### config.mk
export PLATFORM = sky130hd
export DESIGN_NAME = recip_sched
export DESIGN_NICKNAME = d
export VERILOG_FILES = /design/src/rtl/recip_sched.sv
export SDC_FILE = /design/constraint.sdc
export NUM_CORES = 1
export LEC_CHECK = 0
export CAP_MARGIN = 10
export CELL_PAD_IN_SITES_DETAIL_PLACEMENT = 0
export CELL_PAD_IN_SITES_GLOBAL_PLACEMENT = 2
export CORE_AREA = 3 3 123 113
export CTS_BUF_LIST = sky130_fd_sc_hd__clkbuf_4
export DETAILED_ROUTE_END_ITERATION = 6
export DIE_AREA = 0 0 126 116
export GPL_TIMING_DRIVEN = 0
export HOLD_SLACK_MARGIN = 0.02
export PLACE_DENSITY_LB_ADDON = 0.1
export SYNTH_ARGS = -nofsm -noshare
export SYNTH_HDL_FRONTEND = slang
export SYNTH_HIERARCHICAL = 1
export SYNTH_SLANG_ARGS = --single-unit
### constraint.sdc
create_clock -name clk -period 3.1 [get_ports clk]
set_clock_uncertainty 0.1 [all_clocks]
set_input_delay 0.465 -clock clk [delete_from_list [all_inputs] [get_ports clk]]
set_output_delay 0.465 -clock clk [all_outputs]
set_load 0.01 [all_outputs]
### src/rtl/recip_sched.sv
// rtl/recip_sched.sv - round-robin scheduler sharing one reciprocal LUT among softmax lanes
// RECIP_SCHED_FAST_NORM_EN selects a one-cycle leading-one normalizer instead of the serial shifter.

module recip_lut (
    input  logic [6:0] m_i,
    output logic [8:0] recip_o
);
    logic [8:0] rom [128];

    // Entry m holds round(2^15 / m), i.e. 1/(m/128) in Q1.8, saturated to 9 bits.
    // Indices below 0x40 are never addressed by a normalized mantissa.
    for (genvar g = 0; g < 128; g++) begin : g_rom
        if (g < 64) begin : g_unused
            assign rom[g] = 9'h1FF;
        end else begin : g_entry
            localparam int Q = (32768 + g / 2) / g;
            assign rom[g] = (Q > 511) ? 9'h1FF : 9'(Q);
        end
    end

    assign recip_o = rom[m_i];
endmodule

module recip_sched #(
    parameter  int N_REQ   = 4,
    parameter  int SUM_W   = 16,
    localparam int ID_W    = $clog2(N_REQ),
    localparam int SHIFT_W = $clog2(SUM_W + 1)
) (
    input  logic                   clk,
    input  logic                   rst,
    input  logic [N_REQ-1:0]       req_valid,
    output logic [N_REQ-1:0]       req_ready,
    input  logic [N_REQ*SUM_W-1:0] req_sum,
    output logic                   resp_valid,
    input  logic                   resp_ready,
    output logic [ID_W-1:0]        resp_id,
    output logic [8:0]             resp_recip,
    output logic [SHIFT_W-1:0]     resp_shift,
    output logic                   resp_err,
    output logic                   busy
);
    typedef enum logic [1:0] {S_IDLE, S_NORM, S_LOOKUP, S_RESP} state_t;

    state_t             state_q, state_d;
    logic [ID_W-1:0]    ptr_q, ptr_d;
    logic [ID_W-1:0]    id_q, id_d;
    logic [SUM_W-1:0]   shreg_q, shreg_d;
    logic [SHIFT_W-1:0] lz_q, lz_d;
    logic               zero_q, zero_d;
    logic               resp_valid_q, resp_valid_d;
    logic [ID_W-1:0]    resp_id_q, resp_id_d;
    logic [8:0]         resp_recip_q, resp_recip_d;
    logic [SHIFT_W-1:0] resp_shift_q, resp_shift_d;
    logic               resp_err_q, resp_err_d;

    logic               grant_valid;
    logic [ID_W-1:0]    grant_id;
    logic [SUM_W-1:0]   grant_sum;
    logic [8:0]         lut_recip;

    recip_lut u_lut (
        .m_i     (shreg_q[SUM_W-1 -: 7]),
        .recip_o (lut_recip)
    );

    // Search pointer+1 .. pointer+N_REQ; iterating downward lets the nearest hit win.
    always_comb begin
        grant_valid = 1'b0;
        grant_id    = '0;
        for (int k = N_REQ; k >= 1; k--) begin
            if (req_valid[(int'(ptr_q) + k) % N_REQ]) begin
                grant_valid = 1'b1;
                grant_id    = ID_W'((int'(ptr_q) + k) % N_REQ);
            end
        end
    end

    assign grant_sum = req_sum[grant_id*SUM_W +: SUM_W];

`ifdef RECIP_SCHED_FAST_NORM_EN
    logic [SHIFT_W-1:0] lz_fast;

    always_comb begin
        lz_fast = '0;
        for (int b = 0; b < SUM_W; b++) begin
            if (shreg_q[b]) begin
                lz_fast = SHIFT_W'(SUM_W - 1 - b);
            end
        end
    end
`endif

    always_comb begin
        state_d      = state_q;
        ptr_d        = ptr_q;
        id_d         = id_q;
        shreg_d      = shreg_q;
        lz_d         = lz_q;
        zero_d       = zero_q;
        resp_valid_d = resp_valid_q;
        resp_id_d    = resp_id_q;
        resp_recip_d = resp_recip_q;
        resp_shift_d = resp_shift_q;
        resp_err_d   = resp_err_q;
        req_ready    = '0;

        case (state_q)
            S_IDLE: begin
                if (grant_valid) begin
                    req_ready = N_REQ'(1) << grant_id;
                    ptr_d     = grant_id;
                    id_d      = grant_id;
                    shreg_d   = grant_sum;
                    zero_d    = (grant_sum == '0);
                    lz_d      = '0;
                    state_d   = S_NORM;
                end
            end
            S_NORM: begin
`ifdef RECIP_SCHED_FAST_NORM_EN
                if (!zero_q) begin
                    shreg_d = shreg_q << lz_fast;
                    lz_d    = lz_fast;
                end
                state_d = S_LOOKUP;
`else
                if (zero_q || shreg_q[SUM_W-1]) begin
                    state_d = S_LOOKUP;
                end else begin
                    shreg_d = shreg_q << 1;
                    lz_d    = lz_q + 1'b1;
                end
`endif
            end
            S_LOOKUP: begin
                resp_id_d    = id_q;
                resp_err_d   = zero_q;
                resp_recip_d = zero_q ? 9'h1FF : lut_recip;
                resp_shift_d = zero_q ? '0 : SHIFT_W'(SUM_W) - lz_q;
                resp_valid_d = 1'b1;
                state_d      = S_RESP;
            end
            S_RESP: begin
                if (resp_ready) begin
                    resp_valid_d = 1'b0;
                    state_d      = S_IDLE;
                end
            end
            default: state_d = S_IDLE;
        endcase
    end

    always_ff @(posedge clk) begin
        if (rst) begin
            state_q      <= S_IDLE;
            ptr_q        <= ID_W'(N_REQ - 1);
            id_q         <= '0;
            shreg_q      <= '0;
            lz_q         <= '0;
            zero_q       <= 1'b0;
            resp_valid_q <= 1'b0;
            resp_id_q    <= '0;
            resp_recip_q <= '0;
            resp_shift_q <= '0;
            resp_err_q   <= 1'b0;
        end else begin
            state_q      <= state_d;
            ptr_q        <= ptr_d;
            id_q         <= id_d;
            shreg_q      <= shreg_d;
            lz_q         <= lz_d;
            zero_q       <= zero_d;
            resp_valid_q <= resp_valid_d;
            resp_id_q    <= resp_id_d;
            resp_recip_q <= resp_recip_d;
            resp_shift_q <= resp_shift_d;
            resp_err_q   <= resp_err_d;
        end
    end

    assign resp_valid = resp_valid_q;
    assign resp_id    = resp_id_q;
    assign resp_recip = resp_recip_q;
    assign resp_shift = resp_shift_q;
    assign resp_err   = resp_err_q;
    assign busy       = (state_q != S_IDLE);
endmodule

# --- Yosys cells after proc, flatten, opt, wreduce, memory -nomap -nowiden ---
# Memory sizes are Yosys's and may differ from the RTL's.
# Index checks and enable logic that the tools add are counted.
word_totals:
  rom_bits: 1152
  regBits: 46
  inputBits: 71
  elab_cells: 89
  n_memories: 1
  output_inout_bits: 23
op_classes:
  addsub: 6
  n_shift: 2
  eq_ne: 7
  magnitude_cmp: 5
  bitwise: 5
  muxes: 38
  reduce_logical: 14
mem_list:
  columns: ["name", "depth", "word_bits", "rd", "rd_ports_with_merged_regs", "write_ports", "line_no", "source"]
  rows:
  - ["(no name shown)", 128, 9, 1, 0, 0, "21", "assign recip_o = rom[m_i];"]
ops:
  columns: ["op", "count"]
  rows:
  - ["64-bit by 7-bit indexed part select with 16-bit output", 1]
  - ["16-bit 2-to-1 mux", 2]
  - ["16-bit one-hot mux with 2 select lines", 1]
  - ["9-bit 2-to-1 mux", 3]
  - ["16-bit zero test", 1]
  - ["3-bit by 4-bit < comparator with 1-bit output, second input constant", 4]
  - ["5-bit 2-to-1 mux", 3]
  - ["2-bit 2-to-1 mux", 7]
  - ["1-bit 2-to-1 mux", 13]
  - ["5-bit one-hot mux with 2 select lines", 1]
  - ["1-bit binary-select mux with 2-bit select", 4]
  - ["8-bit greater-or-equal comparator, second input constant", 1]
  - ["4-bit 2-to-1 mux", 2]
  - ["2-bit inequality test, second input constant", 4]
  - ["7-bit NOT with 8-bit output", 1]
  - ["2-bit one-hot mux with 4 select lines", 1]
  - ["2-bit OR reduction", 4]
  - ["3-bit AND reduction", 2]
  - ["2-bit nonzero test", 3]
  - ["5-bit by 1-bit adder with 5-bit output, second input constant", 1]
  - ["5-bit subtractor, first input constant", 1]
  - ["2-bit by 1-bit adder with 2-bit output, second input constant", 2]
  - ["2-bit adder, second input constant", 2]
  - ["1-bit AND, first input constant", 4]
  - ["7 further kinds", 9]

# --- Logic depth before layout (Yosys ltp) ---
depth:
  word_depth: 13
  mapped_depth: 9
  ltp_nobuf: 8

# --- Hierarchy ---
# The synthesis kept the hierarchy.
by_module_without_submodules:
  columns: ["module", "seq_area_each_um2", "area_each_um2", "instances", "cells_per_inst"]
  rows:
  - ["recip_sched", 920.9, 2702.6, 1, 350]
  - ["recip_lut", 0.0, 830.8, 1, 123]

# --- Worst setup path before layout ---
# Ideal clock, no wire load.
synth_path:
  path_type: "register -> register"
  start: "reg shreg_q[10]"
  end: "reg resp_recip_q[1], in the netlist resp_recip[1]"
  slack_ns: 0.800
  n_path_buf: 0
  path_stages_with_launch: 9
  t_arrival_ns: 2.073
  period_less_slack_ns: 2.300
  setup_ns: 0.128
  required_time_ns: 2.872
  path_cell_list: "dfxtp_1 > inv_1 > ha_1 > nor2_2 > a21oi_1 > mux4_2 > o32a_1 > o22ai_1 > nor2_1"
synth_between:
  elab_chain_len: 5
synth_lines:
  columns: ["element", "line_no", "source"]
  rows:
  - ["from (decl)", "48", "logic [SUM_W-1:0] shreg_q, shreg_d;"]
  - ["from (signal assigned)", "171", "shreg_q <= shreg_d;"]
  - ["7-bit NOT with 8-bit output (not written as such)", "21", null]
  - ["memory read 128 x 9 bit", null, null]
  - ["9-bit 2-to-1 mux (not written as such) (2 in series)", "21", null]
  - ["net lut_recip[1]", "60", "logic [8:0] lut_recip;"]
  - ["9-bit 2-to-1 mux", "139", "resp_recip_d = zero_q ? 9'h1FF : lut_recip;"]
  - ["to (signal assigned)", "176", "resp_recip_q <= resp_recip_d;"]
  - ["to (decl)", "53", "logic [8:0] resp_recip_q, resp_recip_d;"]
# The timed path passes the listed nets, and every way through them passes these cells. The select of a mux whose other input is x is not followed.
# A chain may end at the register's enable or synchronous reset.

# --- Final worst setup path ---
layout_path:
  start: "in req_valid[2]"
  end: "out req_ready[1]"
layout_between:
  elab_chain_len: 10
  elab_cells_between_ends: 23
  cone_classes: "1 x shift; 22 x mux"
layout_lines:
  columns: ["element", "line_no", "source"]
  rows:
  - ["from (decl)", "32", "input logic [N_REQ-1:0] req_valid,"]
  - ["1-bit binary-select mux with 2-bit select", "72", "if (req_valid[(int'(ptr_q) + k) % N_REQ]) begin"]
  - ["1-bit 2-to-1 mux (not written as such) (2 in series)", "72", null]
  - ["2-bit 2-to-1 mux (4 in series)", "72", null]
  - ["1-bit by 2-bit left shift with 4-bit output", "111", "req_ready = N_REQ'(1) << grant_id;"]
  - ["4-bit 2-to-1 mux *", "110", "if (grant_valid) begin"]
  - ["4-bit 2-to-1 mux *", "108", "case (state_q)"]
  - ["to (decl)", "33", "output logic [N_REQ-1:0] req_ready,"]
# Every way passes the cells marked *; elsewhere a longest branch is shown, timed or not. The select of a mux whose other input is x is not followed.

==> metrics.txt <==
status completed; largest net degree at the start of global routing 20; most frequent CP cell clkdlybuf4s50_1; CP Max Fanout 7; worst hold endpoint id_q[1]; antenna-violating nets left 0; Crit path required time 2.53 ns; Post-synth top flop dfxtp_1; synth warn 6; vias 3897; arrival time at the worst endpoint around 2.4 ns; area grow syn2layout 35.38%; die outline width 126 µm; Max Cap Violations 0; global-route usage over all layers 0.1644; final worst setup slack 0.1638 ns; drt pass-1 iters 5; max-slew violation count 0; fmax approximately 340 MHz; syn nets ~560; Slew HR 0.6031; Detailed Place HPWL 9518 µm; most common cell after layout, fill and taps aside clkdlybuf4s50_1; core region area 0.01269 mm²; setup violators final 0; min cycle time layout 2.936 ns; Seq/Total Area, Yosys 0.2606; slowest CP cell nor4_4; reg2reg start shreg_q[9]; Tightest Pin Transition around 0.60 ns; I/O pins 94; Final period util 0.9472; WL final 12270 µm; DR iter-0 viols 386; r2r endpoint resp_recip[1]; r2r setup slk 0.37 ns; Yosys cell types 71; Power Density 851.4 mW/mm²; Worst Path Buf+Inv 2; H-tree Lvls 2; vias in the first global route 3966; first-pass GRT wire length 19910 µm; Worst Hold Slack ~0.37 ns; Fillers 1343; synth top area cells dfxtp_1 26%, nand2_1 7.3%, nor2_1 6.6%; Yosys reg bits 46; CTS sink count 46; FP Rows 39; ys async rst share 0; nets@finish between 600 and 700; Hold Vio Cnt, Final 0; Die Y 116 µm; ratio of cells with drive above 1 in the final layout 0.08202; P_leak about 1.8 nW; pre-CTS setup slack -0.3662 ns; cell taking the most area after synthesis dfxtp_1; CP Launch Type input port; Peak VDD IR around 0.26 mV; Port Buf Inserts 92; RSZ-0062 raised after global routing false; post-route design area 0.004783 mm²; R2R depth 8; grt total ovfl 0; Root Driver clkbuf_4; initial antenna violation count 0; slowest stage delay, CP approximately 0.5 ns; Setup crit end kind output pin; Mapped Cells 473; critical path's top delay family buffers and inverters; vias per inst 5.288; starting density of the core 0.2785; later-pin clock latency in the skew report 0.37 ns; hold path depth 2; CTS tree built; commonest non-fill, non-tap cells in the layout 89 x clkdlybuf4s50_1, 69 x nand2_1, 62 x nor2_1; die area approximately 0.015 mm²; number of synthesized flops with an enable pin 0; syn_area_per_cell 7.470 µm²; GPL Wtd Cong about 0.9; drt drc 0; synthesized area 0.003533 mm²; Worst-path clk slew 0.16 ns; Post-DP Area 0.004659 mm²; CTS max path bufs 2; CP Cell Sequence clkdlybuf4s50_1 > nor4_4 > nand2b_1 > nor3_1 > clkdlybuf4s50_1; antenna cells 0; Worst Hold Class reg -> reg; hold_sp id_q[1]; clock buffer count from CTS 5; Wirelength per Cell roughly 17 µm; worst setup path class in -> out; TNS Setup 0 ns; share of the synthesized area in the top cell type 0.2606
[synth_stat cells (2+ instances only)]
master	number
o21ai_1	2
a32oi_1	12
mux2i_1	12
nand2b_1	11
buf_8	2
inv_1	13
nor2b_1	12
clkbuf_1	16
a32o_1	6
buf_4	3
xor2_1	3
nand3b_1	3
nor4_1	2
nand3_1	12
o22ai_1	9
nor3_1	6
o221ai_1	2
dfxtp_1	46
o311a_1	2
a21oi_2	2
buf_2	9
nor2_1	62
nand4_1	4
nand2_1	69
o32a_1	2
xnor2_1	4
a31oi_1	4
a21oi_1	33
nor2_2	3
a211oi_1	8
a311oi_1	5
a21o_1	3
buf_6	2
ha_1	18
o211ai_1	9
o21ai_0	21
buf_1	2
o2111ai_1	2
nor3b_1	5
[what timing repair did]
item,CTS,global route
setup endpoints to repair,4,21
cloned,0,0
pin swaps,1,0
resized for setup,5,6
hold buffers,0,0
setup buffers,2,0
[worst register-to-register path: cells and delay by family, from the launching register on]
kind	cells	cell delay, ns
AO/OA/AOI/OAI	3	0.44
adder cells (fa/ha/maj)	1	0.45
multiplexers	1	0.46
buffers and inverters	1	0.26
flip-flops	1	0.67
AND/OR/NAND/NOR	2	0.25
[power by group]
part | internal [mW] | switching (mW)
Combinational | 1.14 | 1.57
Clock | 0.175 | 0.225
Sequential | 0.770 | 0.193
[area by class of cell]
type	count	area [µm²]	area share
clock buffer	5	37.54	0.007847
clock inverter	3	48.80	0.01020
timing repair buffer	94	939.7	0.1964
sequential	46	923.4	0.1930
tap	164	205.2	0.04290
buffer	32	177.7	0.03714
multi-input combinational	378	2395	0.5007
inverter	15	56.30	0.01177
[how the worst max path moves through the flow]
| stage | start | endpoint | cells after the start | slack, ns |
|---|---|---|---|---|
| floorplan | shreg_q[10] | resp_recip[1] | 8 | 0.80 |
| global placement | req_valid[3] | req_ready[3] | 9 | -0.36 |
| detailed placement | req_valid[3] | req_ready[3] | 9 | -0.37 |
| CTS | req_valid[3] | req_ready[0] | 5 | 0.01 |
| global route | state_q[0] | req_ready[2] | 7 | 0.05 |
| finish | req_valid[2] | req_ready[1] | 5 | 0.16 |
[cell families (layout without fill, tap and decap cells)]
family,after synthesis,count (layout),synth area share
buffers and inverters,49,149,0.06905
other,1,1,0.001061
multiplexers,14,14,0.04356
adder cells (fa/ha/maj),18,18,0.06374
AND/OR/NAND/NOR,199,199,0.2649
flip-flops,46,46,0.2606
AO/OA/AOI/OAI,139,139,0.2797
XOR/XNOR,7,7,0.01735
[metal layers]
| metal | up-vias | global-route usage | share of wire |
|---|---|---|---|
| li1 | 1905 | - | - |
| met1 | 1804 | 0.2269 | 0.48 |
| met2 | 172 | 0.2598 | 0.43 |
| met3 | 16 | 0.03687 | 0.073 |
| met4 | 0 | 0.04575 | 0.017 |
| met5 | - | 0 | 0 |
[state kept, by name, summed over array words and instances, names as in the netlist]
name and flops:
zero_q 1, resp_valid 1, id_q 2, state_q 2, ptr_q 2, resp_id 2
resp_recip 9, shreg_q 16, lz_q 5, resp_shift 5, resp_err 1
[through the flow]
| step | power [mW] | utilization | std cells |
|---|---|---|---|
| after global routing | 4.433 | 0.3770 | 737 |
| after CTS | 4.082 | 0.3754 | 737 |
| after global placement | 3.659 | 0.3673 | 729 |
| final | 4.073 | 0.3770 | 737 |
| after detailed placement | 3.657 | 0.3673 | 729 |
| after floorplan | 2.788 | - | 473 |
(Power assumes the default switching activity.)
